$ cat src/rtl/cisr_pkg.sv
// Shared constants for the CISR encoder/decoder pair.
// Lane-slice helpers locate a channel's field in packed buses.
package cisr_pkg;
  localparam int NUM_CH = 4;
  localparam int LEN_W  = 5;
  localparam int ID_W   = 5;

  function automatic int lane_lo(int k, int w);
    return k * w;
  endfunction

  function automatic int bus_w(int n, int w);
    return n * w;
  endfunction
endpackage

$ cat src/rtl/cisr_channel.sv
// One interleaved CISR lane: counts down the slots of its
// current row and announces each newly assigned row for a cycle.
module cisr_channel
  import cisr_pkg::*;
#(
  parameter int LW = LEN_W,
  parameter int IW = ID_W
) (
  input  logic          clk,
  input  logic          reset,
  input  logic          load_i,
  input  logic [LW-1:0] len_i,
  input  logic [IW-1:0] id_i,
  output logic          free_o,
  output logic          slotValid_o,
  output logic          lenValid_o,
  output logic [LW-1:0] len_o,
  output logic [IW-1:0] id_o
);

  logic [LW-1:0] rem_q, rem_d;
  logic [LW-1:0] len_q, len_d;
  logic [IW-1:0] id_q, id_d;
  logic          lenValid_q;

  always_comb begin
    rem_d = rem_q;
    len_d = len_q;
    id_d  = id_q;
    if (load_i) begin
      rem_d = len_i;
      len_d = len_i;
      id_d  = id_i;
    end else if (rem_q != '0) begin
      rem_d = rem_q - LW'(1);
    end
  end

  always_ff @(posedge clk) begin
    if (reset) begin
      rem_q      <= '0;
      len_q      <= '0;
      id_q       <= '0;
      lenValid_q <= 1'b0;
    end else begin
      rem_q      <= rem_d;
      len_q      <= len_d;
      id_q       <= id_d;
      lenValid_q <= load_i;
    end
  end

  assign free_o      = (rem_q == '0);
  assign slotValid_o = (rem_q != '0);
  assign lenValid_o  = lenValid_q;
  assign len_o       = len_q;
  assign id_o        = id_q;

endmodule

$ cat src/rtl/cisr_encoder.sv
// CISR producer: hands incoming rows to the lowest free lane,
// numbers them, and signals done once the last row drains.
module cisr_encoder
  import cisr_pkg::*;
#(
  parameter int NCH = NUM_CH,
  parameter int LW  = LEN_W,
  parameter int IW  = ID_W
) (
  input  logic              clk,
  input  logic              reset,
  input  logic [LW-1:0]     rowLengthIn,
  input  logic              rowValid,
  input  logic              rowLast,
  output logic              rowReady,
  output logic [NCH*LW-1:0] lenOut,
  output logic [NCH-1:0]    lenValid,
  output logic [NCH*IW-1:0] rowIdOut,
  output logic [NCH-1:0]    slotValid,
  output logic              done
);

  logic [NCH-1:0] free;
  logic [NCH-1:0] load;
  logic [IW-1:0]  nextId_q, nextId_d;
  logic           lastSeen_q, lastSeen_d;
  logic           accept;
  logic           found;

  assign rowReady = (|free) && !lastSeen_q;
  assign accept   = rowValid && rowReady;
  assign done     = lastSeen_q && (&free);

  // Lowest-index free lane wins.
  always_comb begin
    load  = '0;
    found = 1'b0;
    for (int k = 0; k < NCH; k++) begin
      if (free[k] && !found) begin
        load[k] = accept;
        found   = 1'b1;
      end
    end
  end

  always_comb begin
    nextId_d   = nextId_q;
    lastSeen_d = lastSeen_q;
    if (done) begin
      nextId_d   = '0;
      lastSeen_d = 1'b0;
    end else if (accept) begin
      nextId_d = nextId_q + IW'(1);
      if (rowLast) lastSeen_d = 1'b1;
    end
  end

  always_ff @(posedge clk) begin
    if (reset) begin
      nextId_q   <= '0;
      lastSeen_q <= 1'b0;
    end else begin
      nextId_q   <= nextId_d;
      lastSeen_q <= lastSeen_d;
    end
  end

  for (genvar k = 0; k < NCH; k++) begin : g_ch
    cisr_channel #(
      .LW(LW),
      .IW(IW)
    ) u_ch (
      .clk        (clk),
      .reset      (reset),
      .load_i     (load[k]),
      .len_i      (rowLengthIn),
      .id_i       (nextId_q),
      .free_o     (free[k]),
      .slotValid_o(slotValid[k]),
      .lenValid_o (lenValid[k]),
      .len_o      (lenOut[lane_lo(k, LW) +: LW]),
      .id_o       (rowIdOut[lane_lo(k, IW) +: IW])
    );
  end

endmodule

$ cat config.mk
export PLATFORM = sky130hd
export DESIGN_NAME = cisr_encoder
export DESIGN_NICKNAME = d
export VERILOG_FILES = /design/src/rtl/cisr_pkg.sv /design/src/rtl/cisr_channel.sv /design/src/rtl/cisr_encoder.sv
export SDC_FILE = /design/constraint.sdc
export NUM_CORES = 1
export LEC_CHECK = 0
export BUFFER_PORTS_ARGS = -buffer_cell sky130_fd_sc_hd__buf_2
export CAP_MARGIN = 20
export CELL_PAD_IN_SITES_DETAIL_PLACEMENT = 1
export CELL_PAD_IN_SITES_GLOBAL_PLACEMENT = 1
export CORE_ASPECT_RATIO = 1.2
export CORE_MARGIN = 2
export CORE_UTILIZATION = 43
export CTS_BUF_LIST = sky130_fd_sc_hd__clkbuf_4 sky130_fd_sc_hd__clkbuf_8 sky130_fd_sc_hd__clkbuf_16
export DETAILED_ROUTE_END_ITERATION = 12
export GPL_TIMING_DRIVEN = 1
export PLACE_DENSITY_LB_ADDON = 0.1
export SLEW_MARGIN = 20
export SYNTH_ARGS = -nofsm -noshare
export SYNTH_HDL_FRONTEND = slang
export SYNTH_SLANG_ARGS = --single-unit
$ cat constraint.sdc
create_clock -name clk -period 5.6 [get_ports clk]
set_input_delay 1.12 -clock clk [delete_from_list [all_inputs] [get_ports clk]]
set_output_delay 1.12 -clock clk [all_outputs]
set_load 0.05 [all_outputs]
==> metrics.txt, run 1 <==
period utilization=64.9%; final WL=7780 um; Setup CP Type=reg2out; Die W=78.8 um; Std-Cell Core Area=0.00645 mm2; CP peak stage delay=0.63 ns; CP max FO=9; clk_lat worst skew=0.35 ns; hold path start=g_ch[0].u_ch.id_o[0]$_SDFFE_PP0P_; hpwl dp=5340 um; synth top area cells=dfxtp_1 49%, nand2_1 9.9%, a21oi_1 9.5%, nand3_1 4.0%, o21ai_0 2.4%; Final Hold Fails=0; Net Sw Power=0.000987 W; global-route wire length before repair=12700 um; Yosys reg bits=70; DR vias/cell=5.40; Post-Place Cells=465; Post-synth EDFFs=0; post-CTS sizing=0; DR iter-0 viols=126; TNS Setup=0 ns; Starting Density=44.7%; crit path cell chain=inv_1 > ha_1 > nor4b_4 > inv_2 > nand4_1 > nor2b_1 > buf_2; syn_nets=358; share of total power in the clock network=26.1%; reg2reg end=g_ch[2].u_ch.rem_q[1]$_SDFFE_PP0P_; Die H=93.7 um; # diodes=0; post-synth top area share=48.6%; pwr dens=652 mW/mm2; Fin Clk Skew=0.0102 ns; synthesized area=0.00288 mm2; Core Util, Final=53.7%; GRT Total Usage=22.5%; Overflow after GRT=0; Pleak=1.44 nW; Nets=405; CTS Root Cell=clkbuf_8; Die Footprint=0.00738 mm2; layout filler cell count=812; internal power=0.00127 W; synth cell count leaders=76 x nand2_1, 70 x dfxtp_1, 55 x a21oi_1; hold path endpoint=g_ch[0].u_ch.id_o[0]$_SDFFE_PP0P_; Ys Warns=0; row count=32; top-count cell post-synth=nand2_1; CP required=4.48 ns; Boundary Pins=59; DR vias=2599; slowest CP cell=nor4b_4; clk buf depth=2; Worst Path Arrival=2.52 ns; FF-to-FF path depth=7; startpoint class of the critical path=flop; combinational share of power=43.6%; Yosys cell types=33; post-route ant nets=0; DRC errors left=0; hold path cells=2; register area share after synthesis=48.6%; CTS tree=done; Switching Share=43.7%; min-delay worst type=reg2reg; Detailed Routing Iterations Pass 1=4; # Max-Cap Violations=0; vias in the first global route=2508; Post-synth ARST share=0%; synthesized instance count=344; RD Place Congestion=0.852; largest net degree at the start of global routing=46; Flop pwr share=30.3%; syn avg cell area=8.38 um2; clock transition at the registers of the reported paths=0.08 ns; Syn-to-layout area delta=20.0%; CTS Sinks=70; Non-Filler Instances=481; layout cells sized above 1=23.0%; fin crit period=3.64 ns; worst reg2reg setup slack=3.14 ns; RSZ-0062 raised after global routing=false; wire per inst=16.2 um; IO buf count=58; antenna violations before repair=0; setup bufs post-CTS=0; Finish-stage setup viols=0; Yosys top cell by area=dfxtp_1; Slew HR=40.8%; worst vdd ir=316 uV; Max Freq=275 MHz; Max Slew Vio Count=0; Worst Max-Slew Pin Slew=0.880 ns; hold bufs inserted after CTS=0; H-Tree Depth=3; predominant post-synthesis flop cell=dfxtp_1; reg2reg start=g_ch[1].u_ch.rem_q[0]$_SDFFE_PP0P_; CTS buffer count=9; status=completed; critical path endpoint category=output pin
[logic make-up after synthesis]
family | share of synthesized area, %
XOR/XNOR | 2.43
multiplexers | 0.738
adder cells (fa/ha/maj) | 2.17
AND/OR/NAND/NOR | 24.7
buffers and inverters | 6.20
AO/OA/AOI/OAI | 15.1
flip-flops | 48.6
[power by group through the flow]
stage / sequential [W] / combinational [W] / clock, W
after detailed placement: 0.000694 / 0.000978 / 0
after global placement: 0.000688 / 0.000956 / 0
after global routing: 0.000696 / 0.00108 / 0.000620
after floorplan: 0.000770 / 0.000715 / 0
after CTS: 0.000683 / 0.000989 / 0.000594
final: 0.000684 / 0.000984 / 0.000589
[routing by layer]
metal | share of wire (%) | global-route usage, % | up-vias | routed length [um]
met2 | 48 | 36.8 | 61 | 3750
met1 | 46 | 29.0 | 1265 | 3590
li1 | - | - | 1258 | -
met5 | 0 | 0 | - | 0
met3 | 4.2 | 3.08 | 15 | 326
met4 | 1.5 | 11.5 | 0 | 116
[how the worst max path moves through the flow]
stage                                            start        to  slack [ns]
floorplan           g_ch[0].u_ch.rem_q[0]$_SDFFE_PP0P_  rowReady        2.41
global placement    g_ch[1].u_ch.rem_q[0]$_SDFFE_PP0P_  rowReady        2.39
detailed placement  g_ch[1].u_ch.rem_q[0]$_SDFFE_PP0P_  rowReady        2.34
finish              g_ch[1].u_ch.rem_q[0]$_SDFFE_PP0P_  rowReady        1.96
CTS                 g_ch[1].u_ch.rem_q[0]$_SDFFE_PP0P_  rowReady        1.95
global route        g_ch[1].u_ch.rem_q[0]$_SDFFE_PP0P_  rowReady        1.84
[placed cells by master, fill, tap and decap left out, drive strengths merged]
| cell type | instances |
|---|---|
| mux2i | 1 |
| inv | 13 |
| a21oi | 55 |
| or3 | 3 |
| a211oi | 2 |
| nor4 | 2 |
| nor3b | 1 |
| clkinvlp | 1 |
| a31oi | 8 |
| nand4 | 3 |
| dfxtp | 70 |
| o41ai | 1 |
| nand2b | 6 |
| bufinv | 5 |
| and4 | 1 |
| a41o | 1 |
| buf | 61 |
| nor3 | 6 |
| xor2 | 8 |
| mux2 | 1 |
| clkbuf | 10 |
| o21ai | 14 |
| nand3 | 23 |
| or3b | 1 |
| nor4b | 4 |
| nand2 | 76 |
| nor2 | 12 |
| nor2b | 2 |
| ha | 5 |
[sequential cells by signal (all words and copies together) (netlist names)]
name and count:
g_ch.u_ch.rem_q 20, g_ch.u_ch.len_o 20, nextId_q 5, lastSeen_q 1, g_ch.u_ch.lenValid_o 4, g_ch.u_ch.id_o 20
[critical path, delay by kind of cell, from the launching register on]
family        cells  cell delay [ns]
fa+ha+maj         1             0.21
buf+inv           3             0.62
simple gates      3             1.01
flops             1             0.33
[layout make-up]
| type | instances | area, um2 | area share [%] |
|---|---|---|---|
| repair buffers | 61 | 313 | 9.04 |
| multi-input cells | 236 | 1300 | 37.7 |
| flip-flops and latches | 70 | 1400 | 40.5 |
| well taps | 85 | 106 | 3.07 |
| inverters | 13 | 48.8 | 1.41 |
| clock inverters | 6 | 158 | 4.55 |
| clock buffers | 10 | 131 | 3.79 |
[per-stage QoR]
stage / total power (W) / instance area (um2) / hold slack [ns] / setup WS, ns
after global routing: 0.00239 / 3460 / 0.479 / 1.84
after CTS: 0.00227 / 3460 / 0.457 / 1.95
after global placement: 0.00164 / 3170 / 0.439 / 2.39
after floorplan: 0.00148 / 2880 / 0.447 / 2.41
after detailed placement: 0.00167 / 3170 / 0.446 / 2.34
final: 0.00226 / 3460 / 0.455 / 1.96
(Power assumes the default switching activity.)
==> inputs of run 2 (changes only) <==
--- a/config.mk
+++ b/config.mk
@@ -5,13 +5,14 @@
 export SDC_FILE = /design/constraint.sdc
 export NUM_CORES = 1
 export LEC_CHECK = 0
+export ABC_AREA = 1
 export BUFFER_PORTS_ARGS = -buffer_cell sky130_fd_sc_hd__buf_2
 export CAP_MARGIN = 20
 export CELL_PAD_IN_SITES_DETAIL_PLACEMENT = 1
 export CELL_PAD_IN_SITES_GLOBAL_PLACEMENT = 1
 export CORE_ASPECT_RATIO = 1.2
 export CORE_MARGIN = 2
-export CORE_UTILIZATION = 43
+export CORE_UTILIZATION = 35
 export CTS_BUF_LIST = sky130_fd_sc_hd__clkbuf_4 sky130_fd_sc_hd__clkbuf_8 sky130_fd_sc_hd__clkbuf_16
 export DETAILED_ROUTE_END_ITERATION = 12
 export GPL_TIMING_DRIVEN = 1
==> constraint.sdc (replaced) <==
create_clock -name clk -period 3 [get_ports clk]
set_input_delay 0.6 -clock clk [delete_from_list [all_inputs] [get_ports clk]]
set_output_delay 0.6 -clock clk [all_outputs]
set_load 0.05 [all_outputs]
==> run 2 against run 1 <==
Via count is 0.27% lower; sequential power is 87% higher; hold slack gained 0.0020 ns; synthesized cell count grew 6.4%; cell area shrank 1.3%; global-route usage decreased by 3.8 points; register-to-register slack worse by 2.3 ns; combinational power increased by 110%; critical path type unchanged; largest cell class unchanged; largest power group unchanged.
==> metrics.txt, run 2 <==
Finish-stage setup viols=0 (unchanged); Boundary Pins=59 (unchanged); synth top area cells=dfxtp_1 49%, nand2_1 11%, a21oi_1 9.2%, nor2_1 4.2%, nand3_1 3.6%; pwr dens=1210 mW/mm2 (+85%); # Max-Cap Violations=0 (unchanged); Crit path max-delay family=buffers and inverters; CTS Root Cell=clkbuf_8; worst setup slack after placement=0.870 ns (-1.47 ns); IO buf count=58 (unchanged); synthesized area=0.00289 mm2 (about the same); Starting Density=35.8% (-8.9 points); Worst Path Arrival=1.91 ns (-0.61 ns); Net Sw Power=0.00195 W (+98%); register area share after synthesis=48.5% (about the same); Max Freq=399 MHz; hpwl dp=5540 um (+3.7%); worst hold slack=0.457 ns (+0.00196 ns); Non-Filler Instances=518 (+7.7%); DR vias/cell=5.00 (-7.4%); share of total power in the clock network=19.4% (-6.7 points); most common cell after layout, fill and taps aside=nand2_1; Flop pwr share=31.1% (+0.8 points); RD Place Congestion=0.753 (-12%); Core Util, Final=42.4% (-11 points); Post-synth ARST share=0% (unchanged); syn avg cell area=7.89 um2 (-5.9%); clock transition at the registers of the reported paths=0.06 ns (-0.02 ns); DR iter-0 viols=64 (-49%); hold bufs inserted after CTS=0 (unchanged); Die Footprint=0.00899 mm2 (+22%); crit path cell chain=inv_1 > ha_1 > nand3b_2 > inv_1 > nand3_1 > nor2_1 > buf_2; Crit path top cell by count=inv_1; RSZ-0062 raised after global routing=false; Pleak=1.53 nW (+6.7%); period utilization=83.6%; Ys Warns=0 (unchanged); layout cells sized above 1=23.6% (+0.66 points); Yosys cell types=30 (-9.1%); final setup margin=0.492 ns (-1.47 ns); Nets=433 (+6.9%); Detailed Routing Iterations Pass 1=4 (unchanged); CTS buffer count=9 (unchanged); wire per inst=15.1 um (-6.9%); GRT Total Usage=18.8% (-3.8 points); worst vdd ir=354 uV (+12%); syn_nets=380 (+6.1%); Final Hold Fails=0 (unchanged); Yosys reg bits=70 (unchanged); status=completed; H-Tree Depth=3 (unchanged); global-route wire length before repair=12800 um (+0.44%); clk_lat worst skew=0.35 ns (about the same); Setup CP Type=reg2out; post-synth top area share=48.5% (about the same); internal power=0.00216 W (+70%); synth cell count leaders=85 x nand2_1, 70 x dfxtp_1, 53 x a21oi_1; crit path buf inv count=3 (unchanged); TNS Setup=0 ns (unchanged); Overflow after GRT=0 (unchanged); Syn-to-layout area delta=18.3%; CP max FO=8 (-1); top-count cell post-synth=nand2_1; post-CTS sizing=0 (unchanged); CP peak stage delay=0.31 ns (-0.32 ns); DRC errors left=0 (unchanged); # diodes=0 (unchanged); Switching Share=47.4% (+3.7 points); vias in the first global route=2509 (+0.040%); min-delay worst type=reg2reg; predominant post-synthesis flop cell=dfxtp_1; critical path endpoint category=output pin; Std-Cell Core Area=0.00806 mm2 (+25%); CTS tree=done; Die H=103 um (+10%); most frequent cells in the layout=85 x nand2_1, 70 x dfxtp_1, 58 x buf_2, 53 x a21oi_1, 32 x nor2_1; final WL=7800 um (+0.24%); Fin Clk Skew=0.00966 ns (-0.000499 ns); Post-synth EDFFs=0 (unchanged); Yosys top cell by area=dfxtp_1; clk buf depth=2 (unchanged); startpoint class of the critical path=flop; fin crit period=2.51 ns; Slew HR=50.4% (+9.6 points); Max Slew Vio Count=0 (unchanged); setup bufs post-CTS=0 (unchanged); Post-Place Cells=503 (+8.2%); combinational share of power=49.5% (+5.9 points); synthesized instance count=366 (+6.4%); post-route ant nets=0 (unchanged); antenna violations before repair=0 (unchanged); slowest CP cell=dfxtp_1; CTS Sinks=70 (unchanged); Worst Max-Slew Pin Slew=0.736 ns (-0.144 ns); largest net degree at the start of global routing=50 (+8.7%); CP required=2.40 ns (-2.08 ns); Die W=86.9 um (+10%); DR vias=2592 (-0.27%); row count=36 (+13%)
## run 2: logic make-up (layout without fill, tap and decap cells)
| family | Yosys count | after routing | share of synthesized area, % |
|---|---|---|---|
| buffers and inverters | 47 | 104 | 7.85 |
| AND/OR/NAND/NOR | 167 | 167 | 26.6 |
| adder cells (fa/ha/maj) | 5 | 5 | 2.17 |
| AO/OA/AOI/OAI | 67 | 67 | 11.8 |
| flip-flops | 70 | 70 | 48.5 |
| XOR/XNOR | 10 | 10 | 3.03 |
## run 2: worst reg2reg max path, stage by stage, from the launching register on
cell and delay (ns):
dfxtp_1 0.31, inv_1 0.10, ha_1 0.24, nand3b_2 0.21
nand2_1 0.14, nor2_2 0.07, nor3_4 0.45, buf_4 0.27
nand2_1 0.06, nand2_1 0.06, a21oi_1 0.06
## run 2: area by class of cell
class | instances | area [um2]
tap | 95 | 119
clock buffer | 12 | 165
fill | 1030 | 4650
sequential | 70 | 1400
timing repair buffer | 64 | 335
inverter | 25 | 93.8
clock inverter | 3 | 42.5
multi-input combinational | 249 | 1260
## run 2: final timing paths
check	from	to	slack [ns]	cells past startpoint
hold reg to reg	g_ch[2].u_ch.len_o[1]$_SDFFE_PP0P_	g_ch[2].u_ch.len_o[1]$_SDFFE_PP0P_	0.46	2
setup reg to reg	g_ch[2].u_ch.rem_q[0]$_SDFFE_PP0P_	nextId_q[2]$_SDFFE_PP0P_	0.89	10
setup / recovery	g_ch[2].u_ch.rem_q[0]$_SDFFE_PP0P_	done	0.49	7
hold / removal	g_ch[2].u_ch.len_o[1]$_SDFFE_PP0P_	g_ch[2].u_ch.len_o[1]$_SDFFE_PP0P_	0.46	2
## run 2: power by group through the flow
stage / logic [W] / clock network (W) / registers (W)
final: 0.00204 / 0.000800 / 0.00128
after global routing: 0.00227 / 0.000870 / 0.00131
after CTS: 0.00207 / 0.000824 / 0.00128
after detailed placement: 0.00205 / 0 / 0.00130
after global placement: 0.00202 / 0 / 0.00130
after floorplan: 0.00139 / 0 / 0.00156
## run 2: stage by stage
stage	area (um2)	power, W
floorplan	2890	0.00295
global placement	3210	0.00332
detailed placement	3210	0.00335
CTS	3420	0.00417
global route	3420	0.00445
finish	3420	0.00412
## run 2: layer usage
metal	global-route usage [%]	vias to the layer above	part of all wire, %
met5	0	-	0
met4	9.01	0	2.8
met3	3.57	17	4.1
met2	30.8	56	47
met1	23.7	1233	46
li1	-	1286	-
